## src/rtl/mips_pkg.sv

```systemverilog
// Shared definitions for the MIPS core: instruction width, PC step and the
// fetch-queue entry layout used at the default 32-bit address width.
package mips_pkg;

  localparam int unsigned INSTR_W  = 32;
  localparam int unsigned PC_INCR  = 4;
  localparam int unsigned XLEN_DEF = 32;

  // One fetched instruction together with the address it came from.
  typedef struct packed {
    logic [XLEN_DEF-1:0] pc;
    logic [INSTR_W-1:0]  instr;
  } fetch_entry_t;

endpackage

```

## src/rtl/mips_fetch_unit_if.sv

```systemverilog
// Fetch-unit bus bundle: IMEM request/ack channel plus the decode-side
// valid/ready channel. master = fetch unit, slave = IMEM/decode side.
interface mips_fetch_unit_if #(
  parameter int unsigned XLEN = 32
) ();
  import mips_pkg::*;

  logic               imem_req;
  logic [XLEN-1:0]    imem_addr;
  logic               imem_ack;
  logic [INSTR_W-1:0] imem_rdata;

  logic               out_valid;
  logic               out_ready;
  logic [INSTR_W-1:0] out_instr;
  logic [XLEN-1:0]    out_pc;
  logic [XLEN-1:0]    out_pc4;

  modport master (
    output imem_req, imem_addr, out_valid, out_instr, out_pc, out_pc4,
    input  imem_ack, imem_rdata, out_ready
  );

  modport slave (
    input  imem_req, imem_addr, out_valid, out_instr, out_pc, out_pc4,
    output imem_ack, imem_rdata, out_ready
  );
endinterface

```

## src/rtl/mips_sync_fifo.sv

```systemverilog
// Generic synchronous FIFO with flush. DEPTH must be a power of 2 so the
// pointers wrap naturally. Push into a full FIFO and pop from an empty FIFO
// are ignored; flush wins over both.
module mips_sync_fifo #(
  parameter int unsigned WIDTH = 8,
  parameter int unsigned DEPTH = 4
) (
  input  logic                   clk,
  input  logic                   rst,
  input  logic                   flush,
  input  logic                   push,
  input  logic [WIDTH-1:0]       push_data,
  input  logic                   pop,
  output logic [WIDTH-1:0]       pop_data,
  output logic [$clog2(DEPTH):0] count,
  output logic                   full,
  output logic                   empty
);
  localparam int unsigned AW = $clog2(DEPTH);

  logic [WIDTH-1:0] mem_q [DEPTH];
  logic [WIDTH-1:0] mem_d [DEPTH];
  logic [AW-1:0]    wptr_q, wptr_d, rptr_q, rptr_d;
  logic [AW:0]      count_q, count_d;
  logic             do_push, do_pop;

  // Next pointer/occupancy and storage write.
  always_comb begin
    do_push = push && !full;
    do_pop  = pop && !empty;
    mem_d   = mem_q;
    wptr_d  = wptr_q;
    rptr_d  = rptr_q;
    count_d = count_q;
    if (flush) begin
      wptr_d  = '0;
      rptr_d  = '0;
      count_d = '0;
    end else begin
      if (do_push) begin
        mem_d[wptr_q] = push_data;
        wptr_d        = wptr_q + AW'(1);
      end
      if (do_pop) begin
        rptr_d = rptr_q + AW'(1);
      end
      count_d = count_q + (AW+1)'(do_push) - (AW+1)'(do_pop);
    end
  end

  // Pointer and occupancy registers.
  always_ff @(posedge clk) begin
    if (rst) begin
      wptr_q  <= '0;
      rptr_q  <= '0;
      count_q <= '0;
    end else begin
      wptr_q  <= wptr_d;
      rptr_q  <= rptr_d;
      count_q <= count_d;
    end
  end

  // Storage is not reset; entries are only read while count is non-zero.
  always_ff @(posedge clk) begin
    mem_q <= mem_d;
  end

  assign pop_data = mem_q[rptr_q];
  assign count    = count_q;
  assign full     = (count_q == (AW+1)'(DEPTH));
  assign empty    = (count_q == '0);

endmodule

```

## src/rtl/mips_fetch_unit.sv

```systemverilog
// Decoupled MIPS instruction fetch: fetch PC, IMEM valid/ack requests and a
// small queue of {pc, instr} ahead of decode. Redirects flush the queue.
// Optional build macro MIPS_FETCH_BYPASS_EN: when the queue is empty and a
// fetch coincides with decode ready, the word goes straight to decode.
module mips_fetch_unit import mips_pkg::*; #(
  parameter int unsigned     XLEN     = 32,
  parameter int unsigned     QDEPTH   = 4,
  parameter logic [XLEN-1:0] RESET_PC = '0
) (
  input  logic                     clk,
  input  logic                     rst,
  mips_fetch_unit_if.master        bus,
  input  logic                     redirect_valid,
  input  logic [XLEN-1:0]          redirect_pc,
  output logic                     misalign
);
  localparam int unsigned CW = $clog2(QDEPTH) + 1;

  // Same shape as fetch_entry_t, sized by this instance's XLEN.
  typedef struct packed {
    logic [XLEN-1:0]    pc;
    logic [INSTR_W-1:0] instr;
  } entry_t;

  logic [XLEN-1:0] fpc_q, fpc_d;
  logic            misalign_q, misalign_d;
  entry_t          last_q, last_d;
  entry_t          push_entry, head_entry, out_entry;
  logic            fifo_full, fifo_empty;
  logic [CW-1:0]   fifo_count;
  logic            xfer, push, pop, bypass, out_valid;

  mips_sync_fifo #(
    .WIDTH ($bits(entry_t)),
    .DEPTH (QDEPTH)
  ) u_queue (
    .clk       (clk),
    .rst       (rst),
    .flush     (redirect_valid),
    .push      (push),
    .push_data (push_entry),
    .pop       (pop),
    .pop_data  (head_entry),
    .count     (fifo_count),
    .full      (fifo_full),
    .empty     (fifo_empty)
  );

  // Request only depends on occupancy and reset, never on ack/ready.
  assign bus.imem_req  = !rst && !fifo_full;
  assign bus.imem_addr = fpc_q;

  // Transfer/bypass decisions, output selection and next fetch PC.
  always_comb begin
    xfer   = bus.imem_req && bus.imem_ack;
    bypass = 1'b0;
`ifdef MIPS_FETCH_BYPASS_EN
    bypass = xfer && bus.out_ready && (fifo_count == '0) && !redirect_valid;
`endif
    push       = xfer && !redirect_valid && !bypass;
    pop        = !fifo_empty && bus.out_ready;
    push_entry = '{pc: fpc_q, instr: bus.imem_rdata};
    out_valid  = !fifo_empty || bypass;
    if (bypass) begin
      out_entry = push_entry;
    end else if (!fifo_empty) begin
      out_entry = head_entry;
    end else begin
      out_entry = last_q;
    end
    // Decode outputs keep the last presented entry while the queue is empty.
    last_d = out_valid ? out_entry : last_q;
    fpc_d  = fpc_q;
    if (redirect_valid) begin
      fpc_d = {redirect_pc[XLEN-1:2], 2'b00};
    end else if (xfer) begin
      fpc_d = fpc_q + XLEN'(PC_INCR);
    end
    misalign_d = redirect_valid && (redirect_pc[1:0] != 2'b00);
  end

  // Fetch PC, misalign pulse and held-output registers.
  always_ff @(posedge clk) begin
    if (rst) begin
      fpc_q      <= RESET_PC;
      misalign_q <= 1'b0;
      last_q     <= '0;
    end else begin
      fpc_q      <= fpc_d;
      misalign_q <= misalign_d;
      last_q     <= last_d;
    end
  end

  assign bus.out_valid = out_valid;
  assign bus.out_instr = out_entry.instr;
  assign bus.out_pc    = out_entry.pc;
  assign bus.out_pc4   = out_entry.pc + XLEN'(PC_INCR);
  assign misalign      = misalign_q;

endmodule
```

## src/flat_wrapper.sv

```systemverilog
// flat-port wrapper written by rule: the top's interface ports become plain ports
module mips_fetch_unit_flat import mips_pkg::*;
#(
  parameter int unsigned     XLEN     = 32,
  parameter int unsigned     QDEPTH   = 4,
  parameter logic [XLEN-1:0] RESET_PC = '0
)
  (clk, rst, redirect_valid, redirect_pc, misalign, bus_imem_req, bus_imem_addr, bus_out_valid, bus_out_instr, bus_out_pc, bus_out_pc4, bus_imem_ack, bus_imem_rdata, bus_out_ready);
  mips_fetch_unit_if #(.XLEN(XLEN)) bus_i ();
  input  logic clk;
  input  logic rst;
  input  logic redirect_valid;
  input  logic [XLEN-1:0] redirect_pc;
  output logic misalign;
  output wire logic [$bits(bus_i.imem_req)-1:0] bus_imem_req;
  output wire logic [$bits(bus_i.imem_addr)-1:0] bus_imem_addr;
  output wire logic [$bits(bus_i.out_valid)-1:0] bus_out_valid;
  output wire logic [$bits(bus_i.out_instr)-1:0] bus_out_instr;
  output wire logic [$bits(bus_i.out_pc)-1:0] bus_out_pc;
  output wire logic [$bits(bus_i.out_pc4)-1:0] bus_out_pc4;
  input wire logic [$bits(bus_i.imem_ack)-1:0] bus_imem_ack;
  input wire logic [$bits(bus_i.imem_rdata)-1:0] bus_imem_rdata;
  input wire logic [$bits(bus_i.out_ready)-1:0] bus_out_ready;
  assign bus_imem_req = bus_i.imem_req;
  assign bus_imem_addr = bus_i.imem_addr;
  assign bus_out_valid = bus_i.out_valid;
  assign bus_out_instr = bus_i.out_instr;
  assign bus_out_pc = bus_i.out_pc;
  assign bus_out_pc4 = bus_i.out_pc4;
  assign bus_i.imem_ack = bus_imem_ack;
  assign bus_i.imem_rdata = bus_imem_rdata;
  assign bus_i.out_ready = bus_out_ready;
  mips_fetch_unit #(.XLEN(XLEN), .QDEPTH(QDEPTH), .RESET_PC(RESET_PC)) u_core (.clk(clk), .rst(rst), .bus(bus_i), .redirect_valid(redirect_valid), .redirect_pc(redirect_pc), .misalign(misalign));
endmodule
```

## config.mk

```make
export PLATFORM = sky130hd
export DESIGN_NAME = mips_fetch_unit_flat
export DESIGN_NICKNAME = d
export VERILOG_FILES = /design/src/rtl/mips_pkg.sv /design/src/rtl/mips_fetch_unit_if.sv /design/src/rtl/mips_sync_fifo.sv /design/src/rtl/mips_fetch_unit.sv /design/src/flat_wrapper.sv
export SDC_FILE = /design/constraint.sdc
export NUM_CORES = 1
export LEC_CHECK = 0
export CORE_ASPECT_RATIO = 0.8
export CORE_UTILIZATION = 49
export DETAILED_ROUTE_END_ITERATION = 16
export GPL_TIMING_DRIVEN = 0
export PLACE_DENSITY_LB_ADDON = 0.2
export SLEW_MARGIN = 20
export SYNTH_ARGS = -nofsm -noshare
export SYNTH_HDL_FRONTEND = slang
export SYNTH_SLANG_ARGS = --single-unit
```

## constraint.sdc

```tcl
create_clock -name clk -period 4.2 [get_ports clk]
set_input_delay 0.63 -clock clk [delete_from_list [all_inputs] [get_ports clk]]
set_output_delay 0.63 -clock clk [all_outputs]
set_load 0.03 [all_outputs]
```

Word-level counts from Yosys, hierarchy flattened
Cells that the tools add are included.

Add/sub/neg operators: 6. Multiply operators: 0. Div/mod/pow operators: 0. $lt $le $gt $ge: 3. Equal/unequal tests: 1. Shifts and indexed selects: 0. Multiplexer cells: 9. Bitwise gates (word level): 3. Reduce and logical (&&, ||, !) cells: 17.

Operator list (count): $bwmux 256 (1); $mux 64 (4); $bmux 64 s2 (1); $demux 64 s2 (1); $add 32x3->32 const B (2); $mux 32 (2); $logic_and 1x1->1 (8); $ge 3x3->1 const B (2); $not 2->3 (2); $add 2x1->2 const B (2); $logic_not 1->1 (4); $reduce_bool 2->1 (2); $add 3x1->3 (1); $eq 3x3->1 const B (1); $logic_not 3->1 (1); $lt 3x1->1 const B (1); $sub 3x1->3 (1); $reduce_and 2->1 (1); $reduce_or 2->1 (1); $not 1->1 (1).

Bits in registers: 360. Bits in latches: 0. Memory bits (writable): 0. Memory bits (read-only): 0. Word-level logic and storage cells: 51. Memories: 0.

Logic depth before layout (Yosys ltp)
Depth in word-level cells: 8. Depth in mapped cells: 16. Mapped depth without buffers: 11.

Cells and area by module
Synthesis repeated with hierarchy kept, for this count alone.

Cell total of the unflattened synthesis: 911. Area total of the unflattened synthesis: 14602.8 um^2.

By module, submodules not included: mips_sync_fifo (times used 1, cells an instance 382, area each 9710.6 um^2); mips_fetch_unit (times used 1, cells an instance 529, area each 4892.2 um^2).

Worst setup path before layout
Ideal clock, no wire load.

Path type: flip-flop to output port. Start point: register u_core.u_queue.count_q[1] (netlist: u_core.u_queue.count[1]). End point: output port bus_out_pc4[20]. Arrival: 4.246 ns. Required time: 3.570 ns. Path slack: -0.676 ns. Cell stages (with the launch flop): 17. Buffers on the path: 5. Path through: dfxtp_1 nor3_2 inv_1 buf_2 buf_2 buf_1 buf_2 buf_2 nand2_1 nand2_1 ha_1 o31a_1 nand4_1 a22oi_1 nand2_1 or3_1 xnor2_1.

Word-level cells in the longest chain between the ends: 3.

RTL lines: from (decl) (RTL line mips_sync_fifo.sv:24) `logic [AW:0] count_q, count_d;`; from (signal assigned) (RTL line mips_sync_fifo.sv:60) `count_q <= count_d;`; $logic_not 3->1 (RTL line mips_sync_fifo.sv:72) `assign empty = (count_q == '0);`; $mux 64 (RTL line mips_fetch_unit.sv:66) `end else if (!fifo_empty) begin`; net bus_out_pc[3] (RTL line flat_wrapper.sv:19) `output wire logic [$bits(bus_i.out_pc)-1:0] bus_out_pc;`; $add 32x3->32 (RTL line mips_fetch_unit.sv:98) `assign bus.out_pc4 = out_entry.pc + XLEN'(PC_INCR);`; to (decl) (RTL line flat_wrapper.sv:20) `output wire logic [$bits(bus_i.out_pc4)-1:0] bus_out_pc4;`.

The timed path passes the listed nets, and every way through them passes these cells.

Worst setup path after layout
Start point: register u_core.u_queue.rptr_q[1]. End point: output port bus_out_pc4[23].

Word-level cells in the longest chain between the ends: 6.

RTL lines: from (decl) (RTL line mips_sync_fifo.sv:23) `logic [AW-1:0] wptr_q, wptr_d, rptr_q, rptr_d;`; from (signal assigned) (RTL line mips_sync_fifo.sv:59) `rptr_q <= rptr_d;`; $not 2->3 (implied by the code) (RTL line mips_sync_fifo.sv:69) `assign pop_data = mem_q[rptr_q];`; $bmux 64 s2 (RTL line mips_sync_fifo.sv:69); $mux 64 (implied by the code) (2 in a row) (RTL line mips_sync_fifo.sv:69); $mux 64 (RTL line mips_fetch_unit.sv:66); $add 32x3->32 (RTL line mips_fetch_unit.sv:98).

Every way passes these cells. The select of a mux whose other input is x is not followed.

==> summary.txt <==
Synthesis
  • Yosys warnings: 0
  • Synth Register Bits: 350
  • Post-synth top flop: edfxtp_1
  • Cell Area, Synth: 14200 um2
  • Dominant cell type by area after synthesis: edfxtp_1
  • Syn avg cell area: 14.0 um2
  • Number of flops mapped to enable cells by yosys: 248
  • Yosys top cell area share: 52.4%
  • Synth cell types: 49
  • Post-Syn Instances: 1011
  • Register area share after synthesis: 66.8%
  • Async SR Flop Fraction: 0%
  • Area contributors post-synth: edfxtp_1 (52%), dfxtp_1 (14%), mux4_2 (9.5%)
  • Count leader, synth: edfxtp_1
  • Synth cell count leaders: edfxtp_1 (248), nand2_1 (137), dfxtp_1 (102)

Critical path
  • R2R Setup Slk: 1.41 ns
  • Worst R2R Path Depth: 13
  • CP max FO: 10
  • CP Class: flip-flop to primary output
  • Worst R2R Start: u_core.u_queue.count[0]
  • CP endpoint kind: primary output
  • Worst EP arrival: 3.43 ns
  • Crit-path leading delay family: buffers and inverters
  • Startpoint Class: flip-flop
  • Crit-path cells: buf_4 -> buf_4 -> mux4_2 -> nand4_1 -> a222oi_1 -> buf_4 -> buf_4 -> nand4_1 -> xnor2_1 -> clkdlybuf4s50_1
  • Largest stage delay, worst path: 0.69 ns
  • Slowest-stage cell, CP: clkdlybuf4s50_1
  • CP most frequent cell: buf_4
  • CP Data Required Time: 3.57 ns
  • R2R Path End: u_core.u_queue.count[2]
  • Critical path buffers and inverters: 5

Clock tree
  • CTS tree: built
  • Longest Clk Path Bufs: 3
  • H-tree depth: 2
  • Total clock sinks: 350
  • Clock Latency Late Sink: 0.52 ns
  • CTS Buf Count: 36
  • Hold buffers post-CTS: 0
  • Root buf cell: clkbuf_16
  • Clock-pin slew on the worst setup and hold paths: 0.06 ns

Job
  • # Max-Cap Violations: 0

Global route
  • Total GRT Usage: 23.7%
  • First-pass GRT wire length: 52100 um
  • Number of global-route vias before repair: 9065
  • Largest net degree at the start of global routing: 45
  • Initial antenna violation count: 3
  • GR Overflow Total: 0

STA
  • Final Cycle Share: 96.7%
  • Final hold vios: 0
  • Final setup viols: 0
  • Minimum clock period: 4.06 ns
  • Fmax: 0.246 GHz
  • Relative slew slack: 34.4%
  • Slew Limit Fails: 0
  • Worst Tran Pin Value: 0.984 ns
  • Setup TNS: 0 ns
  • Fin Hold WS: 0.460 ns
  • RSZ-0062 raised after global routing: false
  • Clk_skew: 0.0236 ns

Floorplanning
  • Die ar.: 29700 um2
  • DIE HEIGHT: 154 um
  • I/O pins: 200
  • Die width: 192 um
  • Row cnt: 55
  • Core area: 28400 um2
  • Starting Density: 50.1%

Detailed routing
  • Mean routed wirelength per cell: 20.7 um
  • Final ANT Viol Nets: 0
  • DR vias/cell: 5.50
  • 1st-pass router iterations: 5
  • DRC: 0
  • 1st-iter DRT viols: 550
  • Total Wirelength: 34500 um
  • Via count: 9175

Power and ir drop
  • P per Cell Area: 430 nW/um2
  • Peak supply drop: 0.356 mV
  • Total power: 7.87 mW
  • LEAKAGE: 6.50 nW

Min path
  • Worst Hold End: u_core.last_q[28]
  • Hold Startpoint: u_core.last_q[28]
  • Hold crit path type: flip-flop to flip-flop
  • Hold path depth: 2

Finish
  • NumNets Final: 1347
  • Layout area overhead: 28.8%
  • Layout cells sized above 1: 15.6%

Place
  • Placer Congestion: 0.852
  • DPL Wire Length: 22800 um
  • I/O Buffers: 195

Status
  • Run status: finished, final reports clean
[cell families (layout without fill, tap and decap cells)]
group                    count (synthesis)  in the layout  synth area share, %
flip-flops                             350            350                 66.8
AND/OR/NAND/NOR                        326            326                 10.4
multiplexers                            94             94                 12.1
buffers and inverters                   94            379                 2.78
AO/OA/AOI/OAI                           83             83                 3.60
XOR/XNOR                                54             54                 3.33
adder cells (fa/ha/maj)                  9              9                0.846
other                                    1              3               0.0264
[cell type report]
cell class              count  area (um2)
clock buffers              52        1000
plain buffers              48         287
flip-flops and latches    350        9500
multi-input cells         568        4490
clock inverters            14         153
diodes                      1        2.50
well taps                 370         463
repair buffers            224        2240
inverters                  41         156
fillers                  2145       10100
[per-stage QoR]
step           instances  area [um2]  setup WS [ns]  util [%]
2_1_floorplan       1012       14300        0.00933         -
3_3_place_gp        1577       16700          -2.22      58.9
3_5_place_dp        1582       16800          -2.19      59.3
4_1_cts             1669       18400        -0.0296      64.8
5_1_grt             1667       18300        0.00493      64.5
6_report            1668       18300          0.138      64.5
[how the worst max path moves through the flow]
stage | from | end | cells past startpoint
floorplan | u_core.u_queue.count[1] | bus_out_pc4[28] | 15
global placement | u_core.u_queue.count[1] | bus_out_pc4[28] | 15
detailed placement | u_core.u_queue.count[1] | bus_out_pc4[28] | 15
CTS | u_core.u_queue.count[0] | bus_out_pc4[20] | 18
global route | u_core.u_queue.rptr_q[0] | bus_out_pc4[19] | 8
finish | u_core.u_queue.rptr_q[1] | bus_out_pc4[23] | 10
[where the power goes]
| group | internal (mW) | switching (mW) | leakage (nW) | total (mW) |
|---|---|---|---|---|
| Clock | 1.80 | 1.28 | 0.562 | 3.08 |
| Sequential | 3.77 | 0.0669 | 3.09 | 3.84 |
| Combinational | 0.391 | 0.559 | 2.84 | 0.950 |
[timing repair]
item,4_1_cts,5_1_grt
pin swaps,10,9
gates resized for setup,109,8
setup endpoints to repair,79,12
setup buffers,21,3
[flip-flops by register name (all words and copies together) (netlist names)]
signal and count:
u_core.u_queue.rptr_q 2, u_core.misalign 1, u_core.bus.imem_addr 30, u_core.last_q 64
u_core.u_queue.mem_q 248, u_core.u_queue.wptr_q 2, u_core.u_queue.count 3
[cells in the final DEF (no fill, tap or decap), types with 8 or more instances in the layout]
master	count
clkbuf_1	38
buf_4	31
edfxtp_1	248
nand2_1	134
a211oi_1	12
dlygate4sd2_1	8
mux2i_1	28
or3_1	8
o21ai_0	12
buf_6	8
dfxtp_1	99
and3_1	9
inv_1	39
nand4_1	21
mux4_2	60
a21oi_1	38
nor3_1	9
nand3_1	27
nor2_1	78
clkdlybuf4s50_1	179
clkbuf_16	37
xnor2_1	42
[worst register-to-register path, stage by stage, from the launching register on]
cell     delay [ns]
dfxtp_4        0.35
nor3_4         0.30
inv_4          0.12
buf_12         0.17
buf_4          0.20
and2_1         0.24
ha_1           0.31
inv_1          0.06
ha_1           0.13
inv_1          0.05
fa_1           0.38
xor2_1         0.17
xnor2_1        0.13
nor2_1         0.05
[routing by layer]
metal	up-vias	track usage (%)	part of all wire (%)	wire [um]
met5	-	0	0.038	13
met4	2	7.12	2.1	719
met3	54	5.31	7.6	2620
met2	344	38.2	48	16600
met1	4523	32.1	42	14500
li1	4252	-	-	-
(Power assumes the default switching activity.)
